===== src/rtl/xmt_buf.sv =====
// xmt_buf: byte FIFO in front of the serial line transmitter.
// Host bytes are queued here and handed to the transmitter one at a time
// over its load/empty handshake. This way a burst of host writes is not lost
// while the line is busy.
module xmt_buf #(
   parameter int DEPTH_LOG2 = 4
) (
   input  logic                  clk,
   input  logic                  reset,
   input  logic                  wr_en,
   input  logic [7:0]            wr_data,
   output logic                  full,
   output logic [DEPTH_LOG2:0]   level,
   output logic                  overflow,
   input  logic                  clr_overflow,
   output logic                  busy,
   output logic                  xmt_load,
   output logic [7:0]            xmt_data,
   input  logic                  xmt_empty
);

   localparam int DEPTH = 2 ** DEPTH_LOG2;

   // WAIT_BUSY is needed because the transmitter's empty flag is still high
   // during the LOAD cycle. Without it, that stale flag would look like completion.
   typedef enum logic [1:0] {
      IDLE      = 2'd0,
      LOAD      = 2'd1,
      WAIT_BUSY = 2'd2,
      WAIT_DONE = 2'd3
   } state_t;

   state_t state, state_next;

   logic [7:0]            mem [DEPTH];
   logic [DEPTH_LOG2-1:0] wr_ptr, rd_ptr;
   logic                  pop;
   logic                  push;
   logic                  drop;

   // level never exceeds DEPTH, so its top bit alone marks a full FIFO.
   assign full = level[DEPTH_LOG2];
   assign busy = (state != IDLE) || (level != '0);

   // A pop in the same cycle frees the slot, so a write to a full FIFO still lands.
   assign push = wr_en && (!full || pop);
   assign drop = wr_en && full && !pop;

   // Next-state logic and pop decision for the transmitter handshake
   always_comb begin
      // NOTE: every variable gets a default first so no path leaves it unassigned (no latch).
      state_next = state;
      pop        = 1'b0;
      case (state)
         IDLE: begin
            if ((level != '0) && xmt_empty) begin
               pop        = 1'b1;
               state_next = LOAD;
            end
         end
         LOAD:      state_next = WAIT_BUSY;
         WAIT_BUSY: if (!xmt_empty) state_next = WAIT_DONE;
         WAIT_DONE: if (xmt_empty)  state_next = IDLE;
         default:   state_next = IDLE;
      endcase
   end

   // Controller state register and the registered load/data outputs
   always_ff @(posedge clk or posedge reset) begin
      // NOTE: sequential state uses non-blocking assignments so every register samples pre-edge values.
      if (reset) begin
         state    <= IDLE;
         xmt_load <= 1'b0;
         xmt_data <= 8'h00;
      end else begin
         state    <= state_next;
         xmt_load <= pop;
         if (pop) xmt_data <= mem[rd_ptr];
      end
   end

   // FIFO pointers and occupancy counter
   always_ff @(posedge clk or posedge reset) begin
      if (reset) begin
         wr_ptr <= '0;
         rd_ptr <= '0;
         level  <= '0;
      end else begin
         if (push) wr_ptr <= wr_ptr + 1'b1;
         if (pop)  rd_ptr <= rd_ptr + 1'b1;
         case ({push, pop})
            2'b10:   level <= level + 1'b1;
            2'b01:   level <= level - 1'b1;
            default: level <= level;
         endcase
      end
   end

   // Byte storage
   always_ff @(posedge clk) begin
      // NOTE: storage is not reset; pointers and level define which entries are valid.
      if (push) mem[wr_ptr] <= wr_data;
   end

   // Sticky overflow flag; a dropped write wins over a simultaneous clear
   always_ff @(posedge clk or posedge reset) begin
      if (reset)             overflow <= 1'b0;
      else if (drop)         overflow <= 1'b1;
      else if (clr_overflow) overflow <= 1'b0;
   end

endmodule


===== config.mk =====
export PLATFORM = sky130hd
export DESIGN_NAME = xmt_buf
export DESIGN_NICKNAME = d
export VERILOG_FILES = /design/src/rtl/xmt_buf.sv
export SDC_FILE = /design/constraint.sdc
export NUM_CORES = 1
export LEC_CHECK = 0
export ABC_AREA = 1
export BUFFER_PORTS_ARGS = -buffer_cell sky130_fd_sc_hd__buf_2
export CAP_MARGIN = 20
export CORE_MARGIN = 2
export CORE_UTILIZATION = 55
export CTS_CLUSTER_DIAMETER = 80
export DETAILED_ROUTE_END_ITERATION = 12
export GPL_ROUTABILITY_DRIVEN = 0
export HOLD_SLACK_MARGIN = 0.08
export PLACE_DENSITY_LB_ADDON = 0.12
export SLEW_MARGIN = 0
export SYNTH_ARGS = -nofsm -noshare
export SYNTH_HDL_FRONTEND = slang
export SYNTH_SLANG_ARGS = --single-unit

===== constraint.sdc =====
create_clock -name clk -period 2.55 [get_ports clk]
set_clock_uncertainty 0.2 [all_clocks]
set_input_delay 0.255 -clock clk [delete_from_list [all_inputs] [get_ports clk]]
set_output_delay 0.255 -clock clk [all_outputs]
set_load 0.02 [all_outputs]

==> metrics.md, run 1 <==
| Metric | Value |
|---|---|
| Status | `finished clean` |
| Share of layout cells above drive strength 1 | `0.127` |
| Initial DRT Pass Iterations | `5` |
| Htree depth | `4` |
| Clock Pin Slew Worst Setup and Hold Paths | `60 ps` |
| Tcrit/Tclk final | `0.951` |
| Initial DRC count | `350` |
| CTS root buf | `clkbuf_16` |
| DP HPWL | `9240 µm` |
| Internal power | `5.69 mW` |
| ANT cells | `0` |
| Final Max Slew Viols | `0` |
| CTS max path bufs | `2` |
| FILL cells | `977` |
| # port buffers | `29` |
| HP Class | `in -> async` |
| DP Worst Slack | `56.1 ps` |
| Final hold slack | `98.3 ps` |
| Worst Reg-to-Reg Cells | `14` |
| Top_reg_cell synth | `edfxtp_1` |
| Initial antenna violation count | `0` |
| Seq/Total Area, Yosys | `0.645` |
| Psw | `3.27 mW` |
| TritonCTS Buffers | `17` |
| P per Cell Area | `1110 mW/mm²` |
| WS Path Type | `reg -> reg` |
| Syn Inst Count | `686` |
| DR vias/cell | `5.01` |
| Synth Area per Inst | `10.1 µm²` |
| Most frequent cells in the layout | `226 x nand2_1, 128 x edfxtp_1, 113 x inv_1` |
| Cell variety after synth | `26` |
| Leak | `3.65 nW` |
| Met1 Usage GRT | `0.333` |
| CTS tree | `done` |
| CP Launch Type | `flop` |
| Grt peak-use layer | `met2` |
| CP endpoint kind | `flop` |
| EDFF count, synth | `128` |
| Mapped Nets | `712` |
| Setup Fix Bufs, Post-CTS | `0` |
| Die W | `116 µm` |
| Core area | `0.0125 mm²` |
| Starting Density | `0.556` |
| FF-to-FF Start | `state[1]` |
| Peak Freq | `412 MHz` |
| Clk_lat worst skew | `430 ps` |
| Final worst path period need | `2430 ps` |
| Die Y | `116 µm` |
| DR vias | `4645` |
| Final setup viols | `0` |
| Worst r2r dst | `level[4]` |
| Largest net degree at the start of global routing | `66` |
| Commonest non-fill, non-tap cell in the layout | `nand2_1` |
| CP required | `2720 ps` |
| GRT Total Usage | `0.239` |
| GR Layer Usage met3 | `0.0638` |
| Ports | `30` |
| M2 GR Usage | `0.364` |
| Post-synthesis adder-cell area fraction | `0.0235` |
| Gate power share | `0.342` |
| Max Cap Viol | `0` |
| Util after Layout | `0.646` |
| Crit path arrival time | `2590 ps` |
| Crit-path max FO | `4` |
| Mapped Area | `0.00693 mm²` |
| Worst-Margin Slew | `709 ps` |
| Die area | `0.0135 mm²` |
| CTS sink cnt | `153` |
| Ranking of synthesized cells by area | `edfxtp_1 55%, nand2_1 12%, dfrtp_1 9.0%, nand3_1 7.2%, inv_1 6.2%` |
| Final Hold Viols | `0` |
| # rows | `41` |
| Final wirelength | `14700 µm` |
| FF+latch count, synth | `153` |
| Layout area overhead | `16.1%` |
| Nets | `769` |
| Worst vdd ir | `0.000498 V` |
| Setup TNS | `0 ps` |
| Multiplexer share of the synthesized area | `0.00144` |
| Residual DRC | `0` |
| Simple-Gate Fraction of Synth Area | `0.213` |
| Warnings, synthesis | `0` |
| Part of the power in registers | `0.369` |
| Largest family of logic cells by synthesized area | `simple AND/OR/NAND/NOR gates` |
| Number of global-route vias before repair | `4341` |
| Grt ovf | `0` |
| Yosys top cell area share | `0.554` |
| Reg2Reg Setup Slack | `120 ps` |
| Synth area leader | `edfxtp_1` |
| Final WS setup | `124 ps` |
| Switching Fraction | `0.365` |
| Asr flop ratio synth | `0.163` |
| XOR/XNOR Fraction of Synth Area | `0.0126` |
| Clk network pwr share | `0.289` |
| Routed Antenna Nets | `0` |
| Relative slew slack | `0.527` |
| First-pass GRT wire length | `23300 µm` |
| Routed len/inst | `15.9 µm` |
| Compound-Gate Fraction of Synth Area | `0.00920` |
-- final cells by class --
cell class	instances	area, µm²	area share
inverter	119	447	0.0555
multi-input combinational	387	1830	0.228
timing repair buffer	65	475	0.0591
clock buffer	18	429	0.0533
tap	172	215	0.0267
sequential	153	4470	0.555
clock inverter	14	179	0.0222
-- cell families after synthesis --
logic type / after synthesis
flops: 153
buf+inv: 146
compound gates: 11
mux: 1
simple gates: 352
xor+xnor: 10
fa+ha+maj: 13
-- power by group through the flow --
stage,logic [mW],clock network [mW],registers (mW)
2_1_floorplan,2.17,0,3.41
3_5_place_dp,3.00,0,3.35
3_3_place_gp,2.94,0,3.33
6_report,3.07,2.59,3.30
4_1_cts,3.04,2.64,3.30
5_1_grt,3.44,2.74,3.35
-- timing repair --
action                     4_1_cts  5_1_grt
hold buffers                    11        0
hold endpoints to repair       154        0
setup endpoints to repair        0        3
resized for setup                0        7
-- routing by layer --
| layer | up-vias | wire, µm |
|---|---|---|
| li1 | 2302 | - |
| met1 | 2195 | 6680 |
| met2 | 124 | 6890 |
| met3 | 24 | 838 |
| met4 | 0 | 321 |
| met5 | - | 0 |
-- per-stage QoR --
step                total power [mW]  cells  area (µm²)
floorplan                       5.59    686        6930
global placement                6.26    884        7270
detailed placement              6.34    884        7270
CTS                             8.98    927        7990
global route                    9.53    928        8050
finish                          8.96    928        8050
-- Yosys cell counts (2+ instances only) --
library cell,count
buf_2,12
nand2_1,226
nand4_1,2
buf_6,11
nand3_1,100
o21ai_0,5
nor2_1,20
ha_1,13
inv_2,4
xor2_1,9
edfxtp_1,128
a21oi_1,2
buf_4,4
dfrtp_1,25
inv_1,114
-- worst max-delay path: stages, from the launching register on --
cell and delay (ps):
dfrtp_1 400, inv_1 140, ha_4 190, a21oi_4 70
nor2_4 90, inv_1 70, ha_2 200, ha_1 330
inv_1 80, o21bai_1 190, inv_1 60, nand2_1 80
xor2_1 160, nand2_1 70, nand2_1 50
-- how the worst max path moves through the flow --
| stage | start | cells past startpoint | to | slack [ps] |
|---|---|---|---|---|
| floorplan | level[0] | 15 | level[4] | 90 |
| global placement | state[0] | 15 | level[4] | 170 |
| detailed placement | state[0] | 15 | level[4] | 60 |
| CTS | state[0] | 15 | level[4] | 30 |
| global route | state[1] | 14 | level[4] | -10 |
| finish | state[1] | 14 | level[4] | 120 |
-- registers in the layout, indices dropped and copies added (netlist names) --
name / cells
xmt_load: 1
level: 5
xmt_data: 8
mem: 128
rd_ptr: 4
wr_ptr: 4
overflow: 1
state: 2
Note: power is estimated with default switching activity, not from simulation.
==> inputs of run 2 (changes only) <==
- CORE_ASPECT_RATIO: default -> 0.9
- SETUP_SLACK_MARGIN: default -> 0.2
==> run 2 against run 1 <==
Count of clock-buffer cells in the layout rose by 2. Combinational power up 6.8%. Critical path depth did not move. First-iteration DRC count up 31%. Sequential power is essentially flat. Non-clock buffer count rose by 10. Sequential share of layout area shrank 0.57 points. Clock power is 2% higher.
==> metrics.md, run 2 (synthesis results as in run 1) <==
| Metric | Value |
|---|---|
| Die area | `0.0135 mm²` |
| Grt ovf | `0` |
| Crit-path max cell delay | `400 ps` |
| Worst setup path endpoint | `level[4]` |
| DP Worst Slack | `170 ps` |
| Setup TNS | `0 ps` |
| Switching Fraction | `0.362` |
| Residual DRC | `0` |
| Final std cells w/o fill | `924` |
| Final Max Slew Viols | `0` |
| Layout area overhead | `17.4%` |
| Worst r2r dst | `level[4]` |
| Status | `finished clean` |
| Nets | `779` |
| Final hold slack | `217 ps` |
| ANT cells | `0` |
| Clk network pwr share | `0.284` |
| Reg2Reg Setup Slack | `270 ps` |
| DR vias/cell | `5.14` |
| Reg with most FFs | `mem` |
| GRT Total Usage | `0.243` |
| Most frequent cells in the layout | `224 x nand2_1, 128 x edfxtp_1, 111 x inv_1` |
| Relative slew slack | `0.692` |
| # port buffers | `29` |
| P per Cell Area | `1130 mW/mm²` |
| Tcrit/Tclk final | `0.895` |
| CTS tree | `done` |
| Worst vdd ir | `0.000740 V` |
| Crit-path max FO | `4` |
| Worst path slowest cell | `dfrtp_1` |
| Util after Layout | `0.669` |
| FILL cells | `908` |
| Final Hold Viols | `0` |
| HP Class | `in -> async` |
| Worst-Margin Slew | `462 ps` |
| Part of the power in registers | `0.361` |
| CP endpoint kind | `flop` |
| First-pass GRT wire length | `24300 µm` |
| Initial antenna violation count | `0` |
| Final worst path period need | `2280 ps` |
| RSZ-0062 raised after global routing | `no` |
| DR vias | `4745` |
| Ports | `30` |
| # rows | `38` |
| Routed len/inst | `16.6 µm` |
| Starting Density | `0.570` |
| TritonCTS Buffers | `17` |
| CP required | `2710 ps` |
| Worst Reg-to-Reg Cells | `14` |
| Crit path arrival time | `2440 ps` |
| Psw | `3.34 mW` |
| Final setup viols | `0` |
| CTS sink cnt | `153` |
| Peak Freq | `438 MHz` |
| Final WS setup | `268 ps` |
| Final wirelength | `15300 µm` |
| FF-to-FF Start | `state[1]` |
| Commonest non-fill, non-tap cell in the layout | `nand2_1` |
| Routed Antenna Nets | `0` |
| Initial DRT Pass Iterations | `5` |
| Crit path from | `state[1]` |
| DP HPWL | `9490 µm` |
| Final Cell Area | `0.00814 mm²` |
| Initial DRC count | `458` |
| CTS root buf | `clkbuf_16` |
| Crit-path cells | `inv_2 -> ha_4 -> a21oi_4 -> nor2_4 -> inv_2 -> ha_4 -> ha_1 -> inv_1 -> o21bai_1 -> inv_1 -> nand2_2 -> xor2_1 -> nand2_1 -> nand2_1` |
| Clk_lat worst skew | `420 ps` |
| Leak | `3.70 nW` |
| Largest net degree at the start of global routing | `66` |
| Internal power | `5.89 mW` |
| Die W | `122 µm` |
| Placed inst area | `0.00732 mm²` |
| CTS max path bufs | `2` |
| Clock Pin Slew Worst Setup and Hold Paths | `60 ps` |
| Die Y | `111 µm` |
| Share of layout cells above drive strength 1 | `0.148` |
| Power Total | `9.23 mW` |
| Core area | `0.0122 mm²` |
| Gate power share | `0.355` |
| CP Launch Type | `flop` |
| Number of global-route vias before repair | `4674` |
| Max reg flops | `128` |
| DP Cell Count | `875` |
| Htree depth | `4` |
| WS Path Type | `reg -> reg` |
| Largest regs | `mem (128), xmt_data (8), level (5)` |
| Max Cap Viol | `0` |
-- run 2: worst max-delay path, delay by kind of cell, from the launching register on --
kind / cells / cell delay [ps]
DFF: 1 / 400
adders and majority gates: 3 / 690
and+or+nand+nor: 4 / 260
xor gates and xnor gates: 1 / 140
buffers and inverters: 4 / 320
AOI/OAI and AO/OA: 2 / 210
-- run 2: layer usage --
| metal | track usage | vias to the layer above | share of wire |
|---|---|---|---|
| li1 | - | 2326 | - |
| met1 | 0.316 | 2242 | 0.42 |
| met2 | 0.401 | 148 | 0.51 |
| met3 | 0.0558 | 29 | 0.052 |
| met4 | 0.0843 | 0 | 0.019 |
| met5 | 0 | - | 0 |
-- run 2: cell type report --
class / count / area, µm² / area share
multi-input cells: 387 / 1860 / 0.229
flip-flops and latches: 153 / 4480 / 0.550
well taps: 160 / 200 / 0.0246
clock buffers: 20 / 437 / 0.0536
inverters: 119 / 447 / 0.0549
repair buffers: 75 / 546 / 0.0670
clock inverters: 10 / 176 / 0.0217
-- run 2: power groups by stage --
stage	Combinational (mW)	Clock, mW	Sequential (mW)
final	3.28	2.63	3.33
after detailed placement	3.11	0	3.36
after floorplan	2.19	0	3.43
after global routing	3.65	2.76	3.37
after global placement	3.03	0	3.35
after CTS	3.19	2.65	3.32
-- run 2: worst min-delay path by stage --
stage | from | to | slack (ps) | depth (start not counted)
detailed placement | reset | overflow | 130 | 3
CTS | wr_en | wr_ptr[0] | 130 | 5
global route | wr_en | wr_ptr[0] | 250 | 6
finish | reset | overflow | 220 | 4
floorplan | reset | level[3] | 80 | 1
global placement | reset | state[1] | 120 | 3
-- run 2: repair_timing --
| item | 4_1_cts | 5_1_grt |
|---|---|---|
| hold buffers | 12 | 0 |
| endpoints found under the setup margin | 2 | 3 |
| buffers inserted | 0 | 7 |
| pin swaps | 0 | 6 |
| hold endpoints to repair | 156 | 0 |
| resized for setup | 4 | 9 |
